[config.mk]
export PLATFORM = sky130hd
export DESIGN_NAME = iter_shift_ctrl_flat
export DESIGN_NICKNAME = d
export VERILOG_FILES = /design/src/rtl/shift_pkg.sv /design/src/rtl/iter_shift_ctrl_if.sv /design/src/rtl/shift_step_one.sv /design/src/rtl/iter_shift_ctrl.sv /design/src/flat_wrapper.sv
export SDC_FILE = /design/constraint.sdc
export NUM_CORES = 1
export LEC_CHECK = 0
export ABC_AREA = 1
export CAP_MARGIN = 40
export CORE_MARGIN = 2
export CORE_UTILIZATION = 30
export CTS_CLUSTER_SIZE = 16
export DETAILED_ROUTE_END_ITERATION = 10
export RECOVER_POWER = 25
export SLEW_MARGIN = 20
export SYNTH_ARGS = -nofsm -noshare
export SYNTH_HDL_FRONTEND = slang
export SYNTH_SLANG_ARGS = --single-unit
[constraint.sdc]
create_clock -name clock -period 2.9 [get_ports clock]
set_input_delay 0.29 -clock clock [delete_from_list [all_inputs] [get_ports clock]]
set_output_delay 0.29 -clock clock [all_outputs]
set_load 0.005 [all_outputs]
[src/rtl/shift_pkg.sv]
// Shared definitions for the iterative shifter: operation codes, FSM state
// encodings and default datapath sizes.
package shift_pkg;

  localparam int SHIFT_WIDTH = 32;
  localparam int SHIFT_SHW   = 5;

  // Code 2'b11 is reserved and is executed as a logical right shift.
  localparam logic [1:0] SHIFT_SLL = 2'b00;
  localparam logic [1:0] SHIFT_SRL = 2'b01;
  localparam logic [1:0] SHIFT_SRA = 2'b10;

  typedef enum logic [1:0] {
    ST_IDLE  = 2'b00,
    ST_SHIFT = 2'b01,
    ST_DONE  = 2'b10
  } state_e;

endpackage

[src/rtl/iter_shift_ctrl_if.sv]
// Issue/result bundle between the pipeline (master) and the iterative shifter
// (slave).
interface iter_shift_ctrl_if
  import shift_pkg::*;
#(
  parameter int WIDTH = SHIFT_WIDTH,
  parameter int SHW   = SHIFT_SHW
);

  logic             start;
  logic [1:0]       op;
  logic [SHW-1:0]   shamt;
  logic [WIDTH-1:0] data_in;
  logic             flush;
  logic             in_ready;
  logic             out_valid;
  logic             out_ready;
  logic [WIDTH-1:0] result;
  logic             busy;

  modport master (
    output start, op, shamt, data_in, flush, out_ready,
    input  in_ready, out_valid, result, busy
  );

  modport slave (
    input  start, op, shamt, data_in, flush, out_ready,
    output in_ready, out_valid, result, busy
  );

endinterface

[src/rtl/shift_step_one.sv]
// Single one-bit shift stage shared by all operations; the controller feeds
// its own register back through this stage once per clock.
module shift_step_one
  import shift_pkg::*;
#(
  parameter int WIDTH = SHIFT_WIDTH
) (
  input  logic [WIDTH-1:0] data_i,
  input  logic [1:0]       op_i,
  output logic [WIDTH-1:0] data_o
);

  // Left shift fills with zero; arithmetic right keeps the sign bit; logical
  // right (and the reserved code) fills the MSB with zero.
  always_comb begin
    data_o = {1'b0, data_i[WIDTH-1:1]};
    case (op_i)
      SHIFT_SLL: data_o = {data_i[WIDTH-2:0], 1'b0};
      SHIFT_SRA: data_o = {data_i[WIDTH-1], data_i[WIDTH-1:1]};
      default:   data_o = {1'b0, data_i[WIDTH-1:1]};
    endcase
  end

endmodule

[src/rtl/iter_shift_ctrl.sv]
// Multi-cycle shifter: SLL/SRL/SRA by 0..WIDTH-1 places, one bit per clock.
//
//   state    | meaning
//   ---------+--------------------------------------------------------------
//   ST_IDLE  | waiting for start; in_ready high
//   ST_SHIFT | one bit per edge, count_q holds remaining steps
//   ST_DONE  | result held on out_valid until out_ready (or flush)
module iter_shift_ctrl
  import shift_pkg::*;
#(
  parameter int WIDTH = SHIFT_WIDTH,
  parameter int SHW   = SHIFT_SHW
) (
  input  logic             clock,
  input  logic             resetn,
  iter_shift_ctrl_if.slave bus
);

  state_e           state_q, state_d;
  logic [WIDTH-1:0] data_q,  data_d;
  logic [SHW-1:0]   count_q, count_d;
  logic [1:0]       op_q,    op_d;
  logic [WIDTH-1:0] step_data;

  shift_step_one #(
    .WIDTH (WIDTH)
  ) u_step (
    .data_i (data_q),
    .op_i   (op_q),
    .data_o (step_data)
  );

  // State and datapath registers; reset discards any in-flight operation.
  always_ff @(posedge clock or negedge resetn) begin
    if (!resetn) begin
      state_q <= ST_IDLE;
      data_q  <= '0;
      count_q <= '0;
      op_q    <= SHIFT_SLL;
    end else begin
      state_q <= state_d;
      data_q  <= data_d;
      count_q <= count_d;
      op_q    <= op_d;
    end
  end

  // Next-state and datapath update; flush always wins over start/out_ready.
  always_comb begin
    state_d = state_q;
    data_d  = data_q;
    count_d = count_q;
    op_d    = op_q;
    case (state_q)
      ST_IDLE: begin
        if (bus.flush) begin
          count_d = '0;
        end else if (bus.start) begin
          data_d  = bus.data_in;
          op_d    = bus.op;
          count_d = bus.shamt;
          state_d = (bus.shamt == '0) ? ST_DONE : ST_SHIFT;
        end
      end
      ST_SHIFT: begin
        if (bus.flush) begin
          state_d = ST_IDLE;
          count_d = '0;
        end else if (count_q != '0) begin
          data_d  = step_data;
          count_d = count_q - SHW'(1);
          if (count_q == SHW'(1)) begin
            state_d = ST_DONE;
          end
        end else begin
          // Unreachable with a consistent count; recover rather than stall.
          state_d = ST_DONE;
        end
      end
      ST_DONE: begin
        if (bus.flush) begin
          state_d = ST_IDLE;
          count_d = '0;
        end else if (bus.out_ready) begin
          state_d = ST_IDLE;
        end
      end
      default: begin
        state_d = ST_IDLE;
        count_d = '0;
      end
    endcase
  end

  // Outputs decode directly from the state register, so they are glitch-free
  // and the result only changes on a shift edge or a new accept.
  assign bus.in_ready  = (state_q == ST_IDLE);
  assign bus.out_valid = (state_q == ST_DONE);
  assign bus.busy      = (state_q == ST_SHIFT) || (state_q == ST_DONE);
  assign bus.result    = data_q;

endmodule

[src/flat_wrapper.sv]
// flat-port wrapper written by rule: the top's interface ports become plain ports
module iter_shift_ctrl_flat import shift_pkg::*;
#(
  parameter int WIDTH = SHIFT_WIDTH,
  parameter int SHW   = SHIFT_SHW
)
  (clock, resetn, bus_start, bus_op, bus_shamt, bus_data_in, bus_flush, bus_out_ready, bus_in_ready, bus_out_valid, bus_result, bus_busy);
  iter_shift_ctrl_if #(.WIDTH(WIDTH), .SHW(SHW)) bus_i ();
  input  logic clock;
  input  logic resetn;
  input wire logic [$bits(bus_i.start)-1:0] bus_start;
  input wire logic [$bits(bus_i.op)-1:0] bus_op;
  input wire logic [$bits(bus_i.shamt)-1:0] bus_shamt;
  input wire logic [$bits(bus_i.data_in)-1:0] bus_data_in;
  input wire logic [$bits(bus_i.flush)-1:0] bus_flush;
  input wire logic [$bits(bus_i.out_ready)-1:0] bus_out_ready;
  output wire logic [$bits(bus_i.in_ready)-1:0] bus_in_ready;
  output wire logic [$bits(bus_i.out_valid)-1:0] bus_out_valid;
  output wire logic [$bits(bus_i.result)-1:0] bus_result;
  output wire logic [$bits(bus_i.busy)-1:0] bus_busy;
  assign bus_i.start = bus_start;
  assign bus_i.op = bus_op;
  assign bus_i.shamt = bus_shamt;
  assign bus_i.data_in = bus_data_in;
  assign bus_i.flush = bus_flush;
  assign bus_i.out_ready = bus_out_ready;
  assign bus_in_ready = bus_i.in_ready;
  assign bus_out_valid = bus_i.out_valid;
  assign bus_result = bus_i.result;
  assign bus_busy = bus_i.busy;
  iter_shift_ctrl #(.WIDTH(WIDTH), .SHW(SHW)) u_core (.clock(clock), .resetn(resetn), .bus(bus_i));
endmodule
### After elaboration in Yosys (flattened, before gate mapping)

Cells that the tools add are included.

* add/subtract/negate cells: 1
* multiply operators: 0
* div/mod/pow operators: 0
* magnitude comparators: 0
* eq/ne operators: 14
* shift operators: 0
* mux-type cells: 21
* bitwise logic cells: 1
* reductions and logical operators: 11

Operator list (number)
* $mux W32: 4
* $pmux W32 S2: 2
* $mux W5: 5
* $mux W2: 8
* $pmux W5 S3: 1
* $ne A2 B2 Y1 const B: 5
* $ne A3 B3 Y1 const B: 2
* $pmux W2 S3: 1
* $reduce_and A3 Y1: 2
* $reduce_and A6 Y1: 1
* $eq A5 B1 Y1 const B: 1
* $logic_not A5 Y1: 1
* $reduce_and A5 Y1: 1
* $reduce_bool A5 Y1: 1
* $sub A5 B1 Y5 const B: 1
* $eq A2 B2 Y1 const B: 2
* $logic_not A2 Y1: 2
* $ne A4 B4 Y1 const B: 1
* $reduce_and A4 Y1: 1
* $ne A3 B2 Y1 const B: 1
* $eq A2 B1 Y1 const B: 1
* $ne A2 B1 Y1 const B: 1
* $reduce_bool A2 Y1: 1
* $logic_or A1 B1 Y1: 1
* $not A1 Y1: 1

* bits in registers: 41
* bits in latches: 0
* memory bits (writable): 0
* bits in read-only memories: 0
* bits of input ports: 44
* output and inout bits: 35
* logic and storage cells: 53
* memories kept: 0

### Longest topological paths before layout

* depth after elaboration: 5
* gate-level depth with buffers: 10
* gate-level depth less buffers: 9

### Cells and area by module

A second synthesis with hierarchy kept.

* cell total of the unflattened synthesis: 352
* area total of the unflattened synthesis: 2793.9 um^2

Modules (own cells, without submodules)
* iter_shift_ctrl: instances 1, cells an instance 246, area each 2317.2 um^2, sequential area each 1026.0 um^2
* shift_step_one: instances 1, cells an instance 106, area each 476.7 um^2, sequential area each 0.0 um^2

### Worst setup path before layout

No wires, ideal clock.

* path type: flip-flop to flip-flop
* from: register u_core.state_q[1]
* to: register u_core.count_q[3]
* library setup time: 116 ps
* data arrival time: 1324 ps
* required time: 2784 ps
* setup slack: 1460 ps
* stages on the path, launching flop included: 11
* path buffers: 1
* period minus slack after synthesis: 1440 ps
* cells stage by stage: dfrtp_1 -> inv_1 -> ha_1 -> buf_4 -> inv_2 -> nor2_4 -> nand4_1 -> nand2_2 -> inv_2 -> nand2_1 -> nand2_1

* word-level cells in the longest chain between the ends: 3
* elaborated cells on any way between the ends: 8
* those cells by class: eq/ne: 5; mux: 1; reduce/logical: 2

RTL lines
* from (decl): line iter_shift_ctrl.sv:19 `state_e state_q, state_d;`
* from (signal assigned): line iter_shift_ctrl.sv:41 `state_q <= state_d;`
* $eq A2 B1 Y1 (tied with other cells): line iter_shift_ctrl.sv:54 `case (state_q)`
* $ne A3 B2 Y1 (no source line) (tied with other cells)
* $reduce_and A3 Y1 (no source line)
* to (signal assigned): line iter_shift_ctrl.sv:43 `count_q <= count_d;`
* to (decl): line iter_shift_ctrl.sv:21 `logic [SHW-1:0] count_q, count_d;`

Parallel ways exist; a longest one is shown, timed or not.
A chain may end at the register's enable or synchronous reset.

### Final worst setup path

* from: register u_core.state_q[1]
* to: register u_core.data_q[22] (netlist: u_core.bus.result[22])

* word-level cells in the longest chain between the ends: 3
* elaborated cells on any way between the ends: 9
* those cells by class: eq/ne: 5; mux: 1; reduce/logical: 3

RTL lines
* $eq A2 B1 Y1 or $logic_not A2 Y1 (tied branches): line iter_shift_ctrl.sv:54
* $ne A2 B1 Y1 (no source line) (tied with other cells)
* $reduce_and A5 Y1 (no source line)
* to (signal assigned): line iter_shift_ctrl.sv:42 `data_q <= data_d;`
* to (decl): line iter_shift_ctrl.sv:20 `logic [WIDTH-1:0] data_q, data_d;`

Parallel ways exist; a longest one is shown, timed or not.

==> flow_summary.toml <==
[route]
wl_per_cell_um = 12.4
wirelength_mm = 7.75
via_count = 2928
drcViolationCount = 0
dr.pass1.iters = 4
drtIter0Drc = 185
ant_nets = 0
via_per_inst = 4.67

[global_routing]
grt_pass1_wl_mm = 13.0
grt_usage_pct = 15.8
antenna_found_initial = 0
use_met3_pct = 2.08
grt_pass1_vias = 2792
grt_overflow_total = 0
grt_start_max_net_pins = 34
grtUsageMet2_pct = 27.1
met1_usage_pct = 21.1
grt-busiest-layer = "met2"

[yosys]
synthTopCellsByArea = "dfrtp_1, nand2_1, nand3_1, inv_1, buf_2"
synthArstFlopShare_pct = 100
synth_top_area_share_pct = 36.5
ys_types = 19
yosysWarnings = 0
ys_seq_elements = 41
yosys.area.top_type = "dfrtp_1"
ys_seq_area_share_pct = 36.5
syn_inst = 445
synthTopCellsByCount = "nand2_1, nand3_1, inv_1"
ys.flop_type = "dfrtp_1"
synth_edf_count = 0
synth_most_common_cell = "nand2_1"
synth.net_count = 494
netlist_area_mm2 = 0.00281
avgSynthCellArea_um2 = 6.32

[setup_path]
cp_cell_sequence = "inv_1 -> ha_1 -> buf_4 -> nand2_4 -> nand2_4 -> nand2_1 -> nand2_1"
reg2reg_depth = 7
worst_ep_required_time_ns = 3.13
endpoint_kind = "flop"
critical-path-max-stage-delay_ns = 0.40
critPathMaxFanout = 33
timing_worst_setup_path_type = "flop to flop"
cp.arrival_ns = 2.18
critPathSlowestCell = "dfrtp_1"
cp-start-kind = "flop"
r2r_slack_ns = 0.94

[min_path]
hold_path_class = "flop to flop"
hold_depth = 2

[cells_and_area]
diodes = 0
design_area_mm2 = 0.00379
area_growth_pct = 34.6
fin_nets = 564
instances_no_fill = 627
drive_above_1_share_pct = 4.46

[timing]
period_needed_ns = 1.96
maxSlewViolCount = 0
finalClockSkew_ns = 0.00718
rsz0062_at_grt = "false"
period_share_pct = 67.5
fmax_ghz = 0.511
setup_viol = 0
relSlewSlack_pct = 10.5
tns_ns = 0
tightest_slew_ns = 1.34
hold_viol_final = 0

[clock_tree]
ctsRootBufferMaster = "clkbuf_8"
clk_latency_ns = 0.29
cts_made_buffers = 5
clk_pin_slew_ns = 0.08
cts_sinks = 41
cts-resized-gates = 0
cts_buffer_depth = 2
cts_tree = "done"
cts_max_level = 2

[power_and_ir_drop]
share_comb_of_total_power_pct = 62.6
netSwitchingFraction_pct = 47.1
vdd_drop_max_v = 0.000572
switchingPower_mw = 1.98
p_int_mw = 2.22
leakagePower_nw = 2.02
p_total_mw = 4.20
p_clk_share_pct = 11.6
pwr-share-seq_pct = 25.8
power.density_mw_per_mm2 = 1110

[die]
num_rows = 35
die_area_mm2 = 0.0102
ioPinCount = 79
start_util_pct = 30.7
core_area_mm2 = 0.00915
dieWidth_um = 101
die_y_um = 101

[placed_design]
port_buffers = 78
place_area_mm2 = 0.00366
gp_congestion = 0.849
dp_hpwl_mm = 5.53
dp_cells = 618

[run]
max_cap_violations = 0

[outcome]
status = "complete, no violations"
==> sequential cells by signal, indices dropped and copies added, names as in the netlist <==
| register | flops |
|---|---|
| u_core.count_q | 5 |
| u_core.state_q | 2 |
| u_core.op_q | 2 |
| u_core.bus.result | 32 |
==> through the flow <==
step | hold slack, ns | utilization (%) | setup slack (ns)
CTS | 0.514 | 41.4 | 0.924
floorplan | -0.00559 | - | 1.46
global route | 0.533 | 41.4 | 0.766
detailed placement | 0.314 | 40.0 | 0.891
finish | 0.508 | 41.4 | 0.942
global placement | 0.483 | 39.5 | 0.942
==> worst paths after layout <==
kind,startpoint,to
max,u_core.state_q[1]$_DFFE_PN0P_,u_core.bus.result[22]$_DFFE_PN0P_
min,u_core.bus.result[3]$_DFFE_PN0P_,u_core.bus.result[3]$_DFFE_PN0P_
max reg2reg,u_core.state_q[1]$_DFFE_PN0P_,u_core.bus.result[22]$_DFFE_PN0P_
min reg2reg,u_core.bus.result[3]$_DFFE_PN0P_,u_core.bus.result[3]$_DFFE_PN0P_
max in group asynchronous,resetn,u_core.bus.result[22]$_DFFE_PN0P_
min in group asynchronous,resetn,u_core.bus.result[31]$_DFFE_PN0P_
==> power groups by stage <==
stage | clock network (mW) | logic, mW | registers, mW
floorplan | 0 | 1.81 | 1.06
global placement | 0 | 2.59 | 1.10
finish | 0.485 | 2.63 | 1.08
CTS | 0.500 | 2.66 | 1.09
detailed placement | 0 | 2.64 | 1.10
global route | 0.519 | 3.01 | 1.13
==> worst max-delay path: cells and delay by family (launching register included) <==
kind,cells,cell delay [ns]
adder cells (fa/ha/maj),1,0.23
buffers and inverters,2,0.40
flip-flops,1,0.40
AND/OR/NAND/NOR,4,0.86
==> metal layers <==
metal,wire length (um),vias to the layer above
met4,70,0
met3,355,7
met1,3660,1343
met5,0,-
li1,-,1508
met2,3670,70
==> cell usage in the layout (no fill, tap or decap), drive strengths merged <==
| cell | count |
|---|---|
| a21boi | 1 |
| a21oi | 3 |
| buf | 6 |
| bufinv | 1 |
| clkbuf | 8 |
| clkdlybuf4s50 | 77 |
| dfrtp | 41 |
| dlygate4sd3 | 1 |
| ha | 5 |
| inv | 49 |
| nand2 | 225 |
| nand3 | 69 |
| nand3b | 1 |
| nand4 | 6 |
| nor2 | 15 |
| o21ai | 7 |
| xor2 | 1 |
==> timing repair <==
action                    CTS  global route
hold buffers                1             0
setup buffers               0             0
hold endpoints to repair   17             0
==> cell type report <==
class,instances,area (um2)
clock inverter,1,30.0
tap,111,139
clock buffer,7,86.3
inverter,49,184
fill,962,5370
timing repair buffer,85,857
multi-input combinational,333,1470
sequential,41,1030
==> cell families after synthesis <==
family                   synth area share (%)
buffers and inverters                    11.6
AND/OR/NAND/NOR                          47.4
flip-flops                               36.5
adder cells (fa/ha/maj)                  2.22
XOR/XNOR                                0.311
AO/OA/AOI/OAI                            2.05
Note: power is estimated with default switching activity, not from simulation.
